$ cat src/rtl/gamecntl_seq.sv
// Game-control sequencer: debounced coin/start, credit counter, C9/D9 one-shot triggers.
// Optional free-play build: define GAMECNTL_FREE_PLAY_EN.
module gamecntl_seq #(
    parameter int DEB_CYCLES  = 16,
    parameter int TRG_WIDTH   = 4,
    parameter int ACK_TIMEOUT = 64,
    parameter int MAX_CREDITS = 9,
    parameter int CREDIT_BW   = 4
) (
    input  logic                 CLK_DRV,
    input  logic                 RST_N,
    input  logic                 COIN_N,
    input  logic                 START_N,
    input  logic                 C9_OUT,
    input  logic                 D9_OUT,
    output logic                 TRG_C9_N,
    output logic                 TRG_D9_N,
    output logic                 GAME_ON,
    output logic                 ATTRACT_N,
    output logic [CREDIT_BW-1:0] CREDITS,
    output logic                 ERR
);

    localparam int DCW  = $clog2(DEB_CYCLES + 1);
    localparam int TMAX = (ACK_TIMEOUT > TRG_WIDTH) ? ACK_TIMEOUT : TRG_WIDTH;
    localparam int TW   = $clog2(TMAX + 1);

    typedef enum logic [2:0] {
        ATTRACT, TRIG_C9, WAIT_ACK, PLAY, TRIG_D9, END_HOLD
    } state_t;

    // Bit 0 is the coin switch, bit 1 the start button.
    logic [1:0]     sw_raw;
    logic [1:0]     sync1_q, sync2_q, deb_q, evt_q;
    logic [DCW-1:0] cnt_q [2];
    logic           coin_evt, start_evt;

    assign sw_raw    = {START_N, COIN_N};
    assign coin_evt  = evt_q[0];
    assign start_evt = evt_q[1];

    always_ff @(posedge CLK_DRV or negedge RST_N) begin
        if (!RST_N) begin
            sync1_q <= '1;
            sync2_q <= '1;
            deb_q   <= '1;
            evt_q   <= '0;
            for (int unsigned i = 0; i < 2; i++) cnt_q[i] <= '0;
        end else begin
            sync1_q <= sw_raw;
            sync2_q <= sync1_q;
            for (int unsigned i = 0; i < 2; i++) begin
                evt_q[i] <= 1'b0;
                if (sync2_q[i] != deb_q[i]) begin
                    if (cnt_q[i] == DCW'(DEB_CYCLES - 1)) begin
                        deb_q[i] <= sync2_q[i];
                        cnt_q[i] <= '0;
                        evt_q[i] <= ~sync2_q[i];
                    end else begin
                        cnt_q[i] <= cnt_q[i] + 1'b1;
                    end
                end else begin
                    cnt_q[i] <= '0;
                end
            end
        end
    end

    logic                 c9_q, c9_prev_q, d9_q;
    state_t               state_q, state_d;
    logic [TW-1:0]        tmr_q, tmr_d;
    logic                 seen_q, seen_d;
    logic                 err_q, err_d;
    logic [CREDIT_BW-1:0] credits_q, credits_d;
    logic                 accept, refund, can_start;

`ifdef GAMECNTL_FREE_PLAY_EN
    logic unused_fp;
    assign unused_fp = coin_evt ^ refund ^ accept;
    assign can_start = 1'b1;
    always_comb credits_d = CREDIT_BW'(MAX_CREDITS);
`else
    assign can_start = (credits_q != '0);
    always_comb begin
        credits_d = credits_q;
        if (accept) credits_d = credits_d - 1'b1;
        if (coin_evt && credits_d != CREDIT_BW'(MAX_CREDITS)) credits_d = credits_d + 1'b1;
        if (refund && credits_d != CREDIT_BW'(MAX_CREDITS)) credits_d = credits_d + 1'b1;
    end
`endif

    always_comb begin
        state_d = state_q;
        tmr_d   = '0;
        seen_d  = seen_q;
        err_d   = err_q;
        accept  = 1'b0;
        refund  = 1'b0;
        case (state_q)
            ATTRACT: begin
                if (start_evt && can_start) begin
                    accept  = 1'b1;
                    state_d = TRIG_C9;
                end
            end
            TRIG_C9: begin
                if (tmr_q == TW'(TRG_WIDTH - 1)) state_d = WAIT_ACK;
                else tmr_d = tmr_q + 1'b1;
            end
            WAIT_ACK: begin
                if (c9_q) begin
                    state_d = PLAY;
                end else if (tmr_q == TW'(ACK_TIMEOUT - 1)) begin
                    err_d   = 1'b1;
                    refund  = 1'b1;
                    state_d = ATTRACT;
                end else begin
                    tmr_d = tmr_q + 1'b1;
                end
            end
            PLAY: begin
                if (c9_prev_q && !c9_q) state_d = TRIG_D9;
            end
            TRIG_D9: begin
                seen_d = 1'b0;
                if (tmr_q == TW'(TRG_WIDTH - 1)) state_d = END_HOLD;
                else tmr_d = tmr_q + 1'b1;
            end
            END_HOLD: begin
                // First wait for the fuel-bar timer to fire, then for it to expire.
                if (!seen_q) begin
                    if (d9_q) begin
                        seen_d = 1'b1;
                    end else if (tmr_q == TW'(ACK_TIMEOUT - 1)) begin
                        err_d   = 1'b1;
                        state_d = ATTRACT;
                    end else begin
                        tmr_d = tmr_q + 1'b1;
                    end
                end else if (!d9_q) begin
                    state_d = ATTRACT;
                end
            end
            default: state_d = ATTRACT;
        endcase
    end

    // Outputs are registered from the next state so they align with state_q.
    always_ff @(posedge CLK_DRV or negedge RST_N) begin
        if (!RST_N) begin
            c9_q      <= 1'b0;
            c9_prev_q <= 1'b0;
            d9_q      <= 1'b0;
            state_q   <= ATTRACT;
            tmr_q     <= '0;
            seen_q    <= 1'b0;
            err_q     <= 1'b0;
            credits_q <= '0;
            TRG_C9_N  <= 1'b1;
            TRG_D9_N  <= 1'b1;
            GAME_ON   <= 1'b0;
            ATTRACT_N <= 1'b0;
        end else begin
            c9_q      <= C9_OUT;
            c9_prev_q <= c9_q;
            d9_q      <= D9_OUT;
            state_q   <= state_d;
            tmr_q     <= tmr_d;
            seen_q    <= seen_d;
            err_q     <= err_d;
            credits_q <= credits_d;
            TRG_C9_N  <= (state_d != TRIG_C9);
            TRG_D9_N  <= (state_d != TRIG_D9);
            GAME_ON   <= (state_d == TRIG_C9) || (state_d == WAIT_ACK) || (state_d == PLAY);
            ATTRACT_N <= (state_d != ATTRACT);
        end
    end

    assign CREDITS = credits_q;
    assign ERR     = err_q;

endmodule

$ cat config.mk
export PLATFORM = sky130hd
export DESIGN_NAME = gamecntl_seq
export DESIGN_NICKNAME = d
export VERILOG_FILES = /design/src/rtl/gamecntl_seq.sv
export SDC_FILE = /design/constraint.sdc
export NUM_CORES = 1
export LEC_CHECK = 0
export ABC_AREA = 1
export ABC_CLOCK_PERIOD_IN_PS = 5600
export CAP_MARGIN = 20
export CORE_MARGIN = 2
export CORE_UTILIZATION = 62
export CTS_CLUSTER_DIAMETER = 150
export DETAILED_ROUTE_END_ITERATION = 16
export GPL_TIMING_DRIVEN = 1
export HOLD_SLACK_MARGIN = 0.08
export PLACE_DENSITY = 0.81
export SETUP_SLACK_MARGIN = 0.02
export SLEW_MARGIN = 20
export SYNTH_ARGS = -nofsm -noshare
export SYNTH_HDL_FRONTEND = slang
export SYNTH_SLANG_ARGS = --single-unit
$ cat constraint.sdc
create_clock -name CLK_DRV -period 5.6 [get_ports CLK_DRV]
set_input_delay 1.12 -clock CLK_DRV [delete_from_list [all_inputs] [get_ports CLK_DRV]]
set_output_delay 1.12 -clock CLK_DRV [all_outputs]
set_load 0.03 [all_outputs]
==> impl_metrics.yaml <==
drt:
  drc: 0
  routed_wl_um: 3680
  drt-vias-per-instance: 4.95
  wl_per_cell_um: 11.3
  drtIter0Drc: 123
  vias: 1605
  drtAntennaViolNets: 0
  dr.pass1.iters: 4
floorplanning:
  ioPinCount: 15
  die_w_um: 63.0
  core_area_mm2: 0.00334
  dieArea_mm2: 0.00397
  die_h_um: 63.0
  start_util: 0.647
  num_rows: 21
worst_setup_path:
  crit_fanout: 1
  timing.rr.start: "CREDITS[0]"
  critPathKind: "reg -> out"
  ff2ff_setup_slack_ns: 2.97
  critPathMaxStageDelay_ns: 0.65
  reg2reg_depth: 21
  cp_num_buf_inv: 1
  crit_family: "buffers and inverters"
  path_cells: "clkdlybuf4s50_1"
  regToRegEndpoint: "CREDITS[0]"
  worstSetupEndpointType: "output port"
  worstPathArrival_ns: 1.54
  start_kind: "flop"
  slowest_stage: "clkdlybuf4s50_1"
  critPathRequiredTime_ns: 4.48
synth:
  synth_nets: 270
  ys_ff_latch: 41
  avgSynthCellArea_um2: 8.44
  postSynthCellCount: 256
  synth_compound_area_frac: 0.0330
  seq_area_frac_synth: 0.480
  synth_top_family_by_area: "simple AND/OR/NAND/NOR gates"
  yosys_warnings: 0
  ys_types: 30
  synthMuxAreaShare: 0
  synth_adder_area_share: 0.0463
  synthSimpleGateAreaFrac: 0.330
  synth_xor_area_frac: 0.0406
  netlist_area_mm2: 0.00216
placed_design:
  dpl_cell_area_mm2: 0.00235
  dp_hpwl_um: 2850
  portBuffers: 14
  dp_slack_ns: 2.99
  place.gp.congestion: 0.877
min_path:
  hold_depth: 0
  hold_end: "sync2_q[0]"
  hp-class: "reg -> reg"
  holdCritStartpoint: "sync1_q[0]"
outcome:
  status: "finished, final reports clean"
sta:
  rsz0062_at_grt: "false"
  worst_pin_slew_ns: 0.843
  hold_violations: 0
  clock.fmax_ghz: 0.377
  drv_slew: 0
  fin_ws_ns: 2.94
  min_period_over_period: 0.474
  skew_ns: 0.0144
  finalSetupViolCount: 0
  setup_tns_ns: 0
  max-slew-margin-rel: 0.438
  period_minus_slack_ns: 2.66
power:
  powerDensity_mw_per_mm2: 197
  p_leak_nw: 1.16
  ir_drop_uv: 156
cells_and_area:
  drive_gt1_frac: 0.151
  ff_latch_area_mm2: 0.00104
  fin_nets: 291
  area_delta_synth_final_pct: 11.6
  design_area_mm2: 0.00241
  num-fill-cells: 281
  num_antenna_cells: 0
  multi_input_area_um2: 971
global_route:
  grt_usage: 0.228
  grt_start_max_net_pins: 42
  grt-ovfl-total: 0
  antenna_found_initial: 0
  grt_pass1_wl_um: 7100
  grt_pass1_vias: 1710
cts:
  cts_resized: 0
  root_buffer: "clkbuf_4"
  clkTransAtPathRegs_ns: 0.11
  cts_buffers: 5
  cts_hold_buf: 0
  clk_latency_ns: 0.35
  post_cts_buffers: 0
  cts_sinks: 41
  clockBufferDepth: 2
  tritoncts: "built"
  ctsHtreeMaxLevel: 2
flow_run:
  maxCapViolations: 0
[area by class of cell]
type,count,share of cell area
clock buffer,8,0.0244
multi-input combinational,175,0.403
tap,46,0.0239
inverter,40,0.0633
timing repair buffer,14,0.0560
sequential,41,0.430
[flip-flops by register name, indices dropped and copies added (netlist names), 2 cells and up]
name     flops
CREDITS      4
cnt_q       10
deb_q        2
evt_q        2
state_q      3
sync1_q      2
sync2_q      2
tmr_q        7
[kinds of logic after synthesis]
| logic type | count (synthesis) |
|---|---|
| XOR/XNOR | 10 |
| buffers and inverters | 40 |
| flip-flops | 41 |
| AND/OR/NAND/NOR | 146 |
| adder cells (fa/ha/maj) | 8 |
| AO/OA/AOI/OAI | 11 |
[metrics by stage]
| step | cells | total power, mW | util | hold slack, ns |
|---|---|---|---|---|
| CTS | 324 | 0.482 | 0.723 | 0.364 |
| floorplan | 256 | 0.319 | - | 0.345 |
| global route | 324 | 0.498 | 0.723 | 0.370 |
| finish | 324 | 0.474 | 0.723 | 0.362 |
| global placement | 316 | 0.329 | 0.705 | 0.346 |
| detailed placement | 316 | 0.330 | 0.705 | 0.349 |
[layout by cell type (no fill, tap or decap), drive strengths merged]
cell / instances
nand3: 23
nand3b: 1
clkdlybuf4s50: 13
or2: 2
nand2: 66
nand4: 2
nor2: 45
nor4: 1
a21boi: 1
ha: 8
o2111ai: 1
o21bai: 1
o221ai: 1
xnor2: 4
o21ai: 2
buf: 1
nor3b: 1
dfrtp: 33
clkbuf: 8
a21oi: 5
nor3: 5
xor2: 6
dfstp: 8
inv: 40
[worst max path at each step]
stage / end / depth (start not counted) / slack (ns) / startpoint
6_report: TRG_C9_N / 1 / 2.94 / TRG_C9_N
5_1_grt: CREDITS[0] / 21 / 2.70 / CREDITS[0]
4_1_cts: TRG_C9_N / 1 / 2.92 / TRG_C9_N
3_5_place_dp: CREDITS[0] / 21 / 2.99 / CREDITS[0]
3_3_place_gp: CREDITS[1] / 21 / 3.07 / CREDITS[0]
2_1_floorplan: CREDITS[0] / 21 / 2.93 / CREDITS[0]
[Yosys cell counts, drive strengths merged]
master | number | area share
a21boi | 1 | 0.0052
nor2 | 45 | 0.10
nor3 | 5 | 0.012
o21ai | 2 | 0.0046
xnor2 | 4 | 0.016
xor2 | 6 | 0.024
inv | 40 | 0.071
o21bai | 1 | 0.0035
nand3b | 1 | 0.0035
a21oi | 5 | 0.012
nand3 | 23 | 0.064
ha | 8 | 0.046
dfrtp | 33 | 0.38
nor3b | 1 | 0.0035
nor4 | 1 | 0.0029
o2111ai | 1 | 0.0041
nand4 | 2 | 0.0058
or2 | 2 | 0.0058
dfstp | 8 | 0.097
nand2 | 66 | 0.13
o221ai | 1 | 0.0041
[metal layers]
layer  up-vias  GRT usage  share of wire
li1        837          -              -
met1       742      0.283           0.45
met2        19      0.382           0.50
met3         7     0.0486          0.029
met4         0      0.106          0.016
met5         -          0              0
[power breakdown]
| group | switching (mW) | total, mW | internal, mW |
|---|---|---|---|
| combinational | 0.0102 | 0.0168 | 0.00653 |
| clock | 0.0880 | 0.150 | 0.0620 |
| sequential | 0.00388 | 0.307 | 0.303 |
No activity file was read; power rests on OpenSTA's default activity.
